<file path="src/rtl/input_debouncer.sv">
// Two-flop synchroniser followed by a qualification FSM that accepts a new level
// only after STABLE_CYCLES consecutive synchronised samples, counting aborted attempts.
module input_debouncer #(
  parameter int unsigned STABLE_CYCLES = 4,
  parameter int unsigned GLITCH_W      = 8
) (
  input  logic                clk,
  input  logic                reset,
  input  logic                din,
  input  logic                glitch_clr,
  output logic                dout,
  output logic                busy,
  output logic [GLITCH_W-1:0] glitch_count
);

  localparam int unsigned CNT_W = $clog2(STABLE_CYCLES);
  localparam logic [CNT_W-1:0] CNT_LAST = CNT_W'(STABLE_CYCLES - 1);

  typedef enum logic [1:0] {
    ST_LOW,
    ST_CHECK_HIGH,
    ST_HIGH,
    ST_CHECK_LOW
  } state_t;

  logic                s1_q, s2_q;
  logic                din_s;
  state_t              state_q, state_d;
  logic [CNT_W-1:0]    cnt_q, cnt_d;
  logic [GLITCH_W-1:0] gc_q, gc_d;
  logic                glitch;

  assign din_s = s2_q;

  // The first sample at the new level is consumed in the stable state, so CHECK
  // starts at cnt=1 and accepts on CNT_LAST.
  always_comb begin
    state_d = state_q;
    cnt_d   = cnt_q;
    glitch  = 1'b0;
    case (state_q)
      ST_LOW: begin
        if (din_s) begin
          state_d = ST_CHECK_HIGH;
          cnt_d   = CNT_W'(1);
        end
      end
      ST_CHECK_HIGH: begin
        if (!din_s) begin
          state_d = ST_LOW;
          glitch  = 1'b1;
        end else if (cnt_q == CNT_LAST) begin
          state_d = ST_HIGH;
        end else begin
          cnt_d = cnt_q + 1'b1;
        end
      end
      ST_HIGH: begin
        if (!din_s) begin
          state_d = ST_CHECK_LOW;
          cnt_d   = CNT_W'(1);
        end
      end
      ST_CHECK_LOW: begin
        if (din_s) begin
          state_d = ST_HIGH;
          glitch  = 1'b1;
        end else if (cnt_q == CNT_LAST) begin
          state_d = ST_LOW;
        end else begin
          cnt_d = cnt_q + 1'b1;
        end
      end
      default: state_d = ST_LOW;
    endcase
  end

  // Clear takes priority over a simultaneous glitch; count saturates at all-ones.
  always_comb begin
    gc_d = gc_q;
    if (glitch_clr) begin
      gc_d = '0;
    end else if (glitch && (gc_q != '1)) begin
      gc_d = gc_q + 1'b1;
    end
  end

  always_ff @(posedge clk) begin
    if (reset) begin
      s1_q    <= 1'b0;
      s2_q    <= 1'b0;
      state_q <= ST_LOW;
      cnt_q   <= '0;
      gc_q    <= '0;
    end else begin
      s1_q    <= din;
      s2_q    <= s1_q;
      state_q <= state_d;
      cnt_q   <= cnt_d;
      gc_q    <= gc_d;
    end
  end

  assign dout         = (state_q == ST_HIGH) || (state_q == ST_CHECK_LOW);
  assign busy         = (state_q == ST_CHECK_HIGH) || (state_q == ST_CHECK_LOW);
  assign glitch_count = gc_q;

endmodule

</file>
<file path="config.mk">
export PLATFORM = sky130hd
export DESIGN_NAME = input_debouncer
export DESIGN_NICKNAME = d
export VERILOG_FILES = /design/src/rtl/input_debouncer.sv
export SDC_FILE = /design/constraint.sdc
export NUM_CORES = 1
export LEC_CHECK = 0
export BUFFER_PORTS_ARGS = -buffer_cell sky130_fd_sc_hd__buf_2
export CAP_MARGIN = 30
export CORE_MARGIN = 2
export CORE_UTILIZATION = 39
export CTS_BUF_LIST = sky130_fd_sc_hd__clkbuf_8
export DETAILED_ROUTE_END_ITERATION = 10
export PLACE_DENSITY = 0.69
export SYNTH_ARGS = -nofsm -noshare
export SYNTH_HDL_FRONTEND = slang
export SYNTH_SLANG_ARGS = --single-unit
export TNS_END_PERCENT = 30
</file>
<file path="constraint.sdc">
create_clock -name clk -period 1.9 [get_ports clk]
set_input_delay 0.285 -clock clk [delete_from_list [all_inputs] [get_ports clk]]
set_output_delay 0.285 -clock clk [all_outputs]
set_load 0.02 [all_outputs]
</file>
==> results of run 1 <==
cells by family (layout without fill, tap and decap cells):
kind of cell | count (synthesis) | count (layout)
xor+xnor | 4 | 4
flops | 14 | 14
fa+ha+maj | 2 | 2
mux | 2 | 2
buf+inv | 5 | 18
compound gates | 14 | 14
simple gates | 25 | 25
worst reg2reg max path: cells and delay by family, from the launching register on:
kind | cells | cell delay, ns
fa+ha+maj | 1 | 0.24
compound gates | 2 | 0.34
simple gates | 2 | 0.54
flops | 1 | 0.34
path summary, 6_finish.rpt:
| kind | from | endpoint | cells past startpoint |
|---|---|---|---|
| max | glitch_count[0] | glitch_count[5] | 5 |
| min | din | s1_q | 2 |
| max reg2reg | glitch_count[0] | glitch_count[5] | 5 |
| min reg2reg | s1_q | din_s | 1 |
final cells by class:
class,count,area share
inverters,1,0.004942
well taps,16,0.02636
flip-flops and latches,14,0.3690
repair buffers,13,0.08567
clock buffers,4,0.07249
multi-input cells,47,0.4415
metal layers:
metal / share of wire / GRT usage / vias to the layer above
met5: 0 / 0 / -
met4: 0.0093 / 0.05455 / 0
met3: 0.039 / 0.04898 / 2
met2: 0.47 / 0.1824 / 8
met1: 0.48 / 0.1821 / 227
li1: - / - / 262
stage by stage:
stage               area [um^2]  utilization
finish                    759.5       0.4984
global route              759.5       0.4984
CTS                       759.5       0.4984
detailed placement        704.4       0.4622
global placement          704.4       0.4622
floorplan                 636.9            -
state kept, by name (all words and copies together) (netlist names), named ones only:
register	flops
state_q	1
din_s	1
cnt_q	2
glitch_count	8
s1_q	1
layout by cell type (no fill, tap or decap), types with 2 or more instances in the layout:
master    Yosys  layout
a21oi_1       5       5
xor2_1        3       3
ha_1          2       2
nand2_1       4       4
or3_1         3       3
nand3_1       4       4
nor2b_1       2       2
buf_2         1      13
o21ai_0       3       3
dfxtp_1      14      14
nor2_1        7       7
clkbuf_8      0       4
power by group:
group,switching (uW),internal (uW),total (uW)
registers,4.42,298,302
logic,11.3,9.89,21.2
clock network,103,183,286
==> qor.yml, run 1 <==
setup_path:
  r2r_setup_slack_ns: 0.37
  critical-path-max-stage-delay_ns: 0.36
  critical_path.top_delay_family: "simple AND/OR/NAND/NOR gates"
  critPathArrivalTime_ns: 1.70
  cp_cell_sequence: "ha_1 -> nand3_1 -> o2111ai_2 -> or3_1 -> a21oi_1"
  critical-path-slowest-cell: "or3_1"
  start_kind: "register"
  critical_path_required_ns: 2.07
  crit_path_max_fanout: 5
  worst_setup_path_end_kind: "register"
  timing.critical_path.buf_inv: 0
  crit_type: "reg -> reg"
clock_tree:
  tritoncts.num_buffers: 3
  clkLatencyLatePin_ns: 0.24
  tritoncts: "built"
  cts_buffer_depth: 2
  cts.sinks: 14
  root_buffer: "clkbuf_8"
  cts_post_setup_buffers_inserted: 0
  path_clk_slew_ns: 0.06
  ctsHoldBuffers: 0
  post_cts.resized_instances: 0
  h_tree_depth: 1
placement:
  place_hpwl_um: 799.8
  gp_congestion: 0.7457
  port-buffer-count: 13
  post-place-cells: 91
  placement.setup.worst_slack_ns: 0.3710
drt:
  route.vias.total: 499
  detail_route.iter0.violations: 5
  ant_nets: 0
  post_detailed_route_wirelength_per_cell_um: 11.34
  drc: 0
  wirelength_um: 1077
  routed_via_density: 5.253
  firstDrtPassIters: 2
sta:
  report.final.setup_viol: 0
  layout_min_cycle_time_ns: 1.526
  min_period_over_period: 0.8033
  setup_total_negative_slack_ns: 0
  hold-worst-slack_ns: 0.2485
  finalWorstSetupSlack_ns: 0.3738
  worst_clock_skew_ns: 0.002173
  final_hold_viol_count: 0
  maxSlewViolCount: 0
  max_slew.worst_pin.slew_ns: 0.3352
  grt_setup_unrepaired: "no"
  timing.slew.headroom: 0.7762
  peak_freq_mhz: 655.2
final_layout:
  n_antenna_cell: 0
  area.sequential_um2: 280.3
  multiInputGateArea_um2: 335.3
  area_growth_pct: 19.25
  final_net_count: 86
  final_cell_count_no_fill: 95
  final_layout_size_suffix_gt1_frac: 0.2785
  fillerInstances: 150
power:
  overall_power_after_layout_uw: 609.6
  power_dens_cells_nw_per_um2: 802.7
  vdd_ir_drop_max_mv: 0.5708
  power.leakage_uw: 0.0003040
run_status:
  outcome: "finished clean"
floorplan:
  floorplan.rows: 14
  chipHeight_um: 44.41
  die-width_um: 44.41
  fp.dieArea_um2: 1972
  start_util: 0.4179
  io-pin-count: 14
  core_region_area_um2: 1524
synth:
  post_synth_fa_ha_maj_area_fraction: 0.03929
  synth.top_cells.by_count: "dfxtp_1, nor2_1, a21oi_1, nand2_1, nand3_1"
  postSynth.asyncResetShare: 0
  synth.net_count: 72
  fraction_of_post_synthesis_cell_area_in_the_top_cell_type_by_area: 0.4401
  synth_cells: 66
  synth.avg_cell_area_um2: 9.649
  yosys.cell_types.count: 29
  number_of_synthesized_register_bits: 14
  synth_compound_area_frac: 0.1729
  largest_family_of_logic_cells_by_synthesized_area: "simple AND/OR/NAND/NOR gates"
  post-synth-top-count-cell: "dfxtp_1"
  ys.flop_type: "dfxtp_1"
  biggest_area_consumer_among_synthesized_cells: "dfxtp_1"
  yosys-mux-area-fraction: 0.03340
  synth_warnings: 0
  simple_gate_fraction_of_synth_area: 0.1965
  ys_seq_area_frac: 0.4401
  synth_edf_count: 0
  synth.area.top_cells: "dfxtp_1, xnor2_4, nor2_1"
  synth.cell_area_um2: 636.9
  synth-xor-area-share: 0.08448
grt:
  grt_start_max_net_pins: 9
  grt_util_all_layers: 0.1311
  grt.overflow.total: 0
  antenna_violations_before_repair: 0
  grt_pass1_wl_um: 1863
  number_of_global_route_vias_before_repair: 422
flow_run:
  max_cap_violations: 0
hold_path:
  hold_path.class: "in -> reg"
No activity file was read; power rests on OpenSTA's default activity.
==> inputs of run 2 (changes only) <==
Clock period 1.9 ns to 1.5 ns, I/O delays scaled along.
==> run 2 against run 1 <==
Global-route usage grew 1.7 points. Maximum frequency grew 6.9%. Cell area grew 6.4%. Clock power grew 6%. Worst hold slack lost 0.059 ns. Sequential share of layout area shrank 1.8 points. Wire length grew 13%. Critical path depth shrank 1.
==> qor.yml, run 2 (synthesis results as in run 1) <==
run_status:
  outcome: "finished clean"  # unchanged
placement:
  placement.setup.worst_slack_ns: 0.02243  # was 0.3710 ns
  port-buffer-count: 13  # unchanged
  gp_congestion: 0.7574  # was 0.7457
  placement.cell_area_um2: 724.4  # was 704.4 um^2
  post-place-cells: 93  # was 91
  place_hpwl_um: 921.6  # was 799.8 um
sta:
  setup_total_negative_slack_ns: 0  # unchanged
  hold-worst-slack_ns: 0.1895  # was 0.2485 ns
  layout_min_cycle_time_ns: 1.428  # was 1.526 ns
  maxSlewViolCount: 0  # unchanged
  report.final.setup_viol: 0  # unchanged
  final_hold_viol_count: 0  # unchanged
  timing.slew.headroom: 0.7558  # was 0.7762
  max_slew.worst_pin.slew_ns: 0.3658  # was 0.3352 ns
  grt_setup_unrepaired: "yes"  # was no
  min_period_over_period: 0.9520  # was 0.8033
  finalWorstSetupSlack_ns: 0.07198  # was 0.3738 ns
  worst_clock_skew_ns: 0.003374  # was 0.002173 ns
  peak_freq_mhz: 700.3  # was 655.2 MHz
clock_tree:
  clkLatencyLatePin_ns: 0.24  # about the same
  root_buffer: "clkbuf_8"  # unchanged
  path_clk_slew_ns: 0.06  # about the same
  ctsHoldBuffers: 0  # unchanged
  cts.sinks: 14  # unchanged
  cts_buffer_depth: 2  # unchanged
  tritoncts.num_buffers: 3  # unchanged
  h_tree_depth: 1  # unchanged
  tritoncts: "built"  # unchanged
drt:
  detail_route.iter0.violations: 6  # was 5
  firstDrtPassIters: 4  # was 2
  post_detailed_route_wirelength_per_cell_um: 12.52  # was 11.34 um
  ant_nets: 0  # unchanged
  wirelength_um: 1214  # was 1077 um
  drc: 0  # unchanged
  routed_via_density: 5.526  # was 5.253
  route.vias.total: 536  # was 499
final_layout:
  layout.cells.most_common_list: "buf_2, dfxtp_1, nor2_1"  # was dfxtp_1, buf_2, nor2_1
  n_antenna_cell: 0  # unchanged
  finalInstanceArea_um2: 808.3  # was 759.5 um^2
  area_growth_pct: 26.92  # was 19.25%
  final_net_count: 89  # was 86
  final_layout_size_suffix_gt1_frac: 0.3580  # was 0.2785
  final_cell_count_no_fill: 97  # was 95
  largest_reg_flops: 8  # unchanged
  layout_commonest_cell: "buf_2"  # was dfxtp_1
grt:
  grt_pass1_wl_um: 2049  # was 1863 um
  grt_start_max_net_pins: 9  # unchanged
  number_of_global_route_vias_before_repair: 519  # was 422
  grt.overflow.total: 0  # unchanged
  grt_util_all_layers: 0.1483  # was 0.1311
  antenna_violations_before_repair: 0  # unchanged
flow_run:
  max_cap_violations: 0  # unchanged
setup_path:
  critical_path_required_ns: 1.68  # was 2.07 ns
  start_kind: "register"  # unchanged
  crit_type: "reg -> reg"  # unchanged
  worst_setup_path_end_kind: "register"  # unchanged
  crit_path_max_fanout: 6  # was 5
  critPathArrivalTime_ns: 1.61  # was 1.70 ns
  reg2reg_depth: 4  # was 5
  r2r_setup_slack_ns: 0.07  # was 0.37 ns
floorplan:
  chipHeight_um: 44.41  # unchanged
  die-width_um: 44.41  # unchanged
  io-pin-count: 14  # unchanged
  fp.dieArea_um2: 1972  # unchanged
  start_util: 0.4179  # unchanged
  floorplan.rows: 14  # unchanged
  core_region_area_um2: 1524  # unchanged
hold_path:
  worst_hold_path.num_cells: 2  # unchanged
  hold_path.class: "in -> reg"  # unchanged
power:
  power_dens_cells_nw_per_um2: 885.6  # was 802.7 nW/um^2
  vdd_ir_drop_max_mv: 0.5659  # was 0.5708 mV
  power.leakage_uw: 0.0003104  # was 0.0003040 uW
[run 2: changes by cell type in the layout (fill, tap and decap cells not counted), sizes merged]
cell    delta
buf        +3
clkbuf     -1
[run 2: area by class of cell]
| type | instances | area (um^2) |
|---|---|---|
| flip-flops and latches | 14 | 284.0 |
| multi-input cells | 47 | 371.6 |
| fillers | 142 | 715.7 |
| clock buffers | 3 | 41.29 |
| inverters | 1 | 3.754 |
| well taps | 16 | 20.02 |
| repair buffers | 16 | 87.58 |
[run 2: routing by layer]
metal	share of wire	track usage	wire length [um]
met1	0.45	0.1595	543
met2	0.47	0.2412	567
met3	0.041	0.03673	50
met4	0.043	0.1273	52
met5	0	0	0
[run 2: worst max-delay path, cell delays in order (launching register included)]
cell and delay (ns):
dfxtp_2 0.35, xnor2_4 0.29, o211ai_4 0.16, or4_1 0.42
a21oi_1 0.15
[run 2: power breakdown]
group | internal, uW | leakage (uW) | switching (uW) | total, uW
combinational | 12.8 | 0.000174 | 15.1 | 27.9
sequential | 377 | 0.000115 | 6.10 | 383
clock | 178 | 0.0000216 | 127 | 304
[run 2: final timing paths]
kind	startpoint	endpoint
worst max register to register	din_s	glitch_count[6]
worst min register to register	s1_q	din_s
worst min-delay path	din	s1_q
worst max-delay path	din_s	glitch_count[6]
[run 2: per-stage QoR]
stage / power (uW) / util
after floorplan: 409.1 / -
after detailed placement: 418.4 / 0.4754
after CTS: 719.6 / 0.5025
after global routing: 741.7 / 0.5304
final: 715.8 / 0.5304
after global placement: 417.3 / 0.4754
[run 2: timing repair]
action | CTS | global route
endpoints found under the setup margin | 0 | 5
setup buffers | 0 | 1
gates resized for setup | 0 | 7
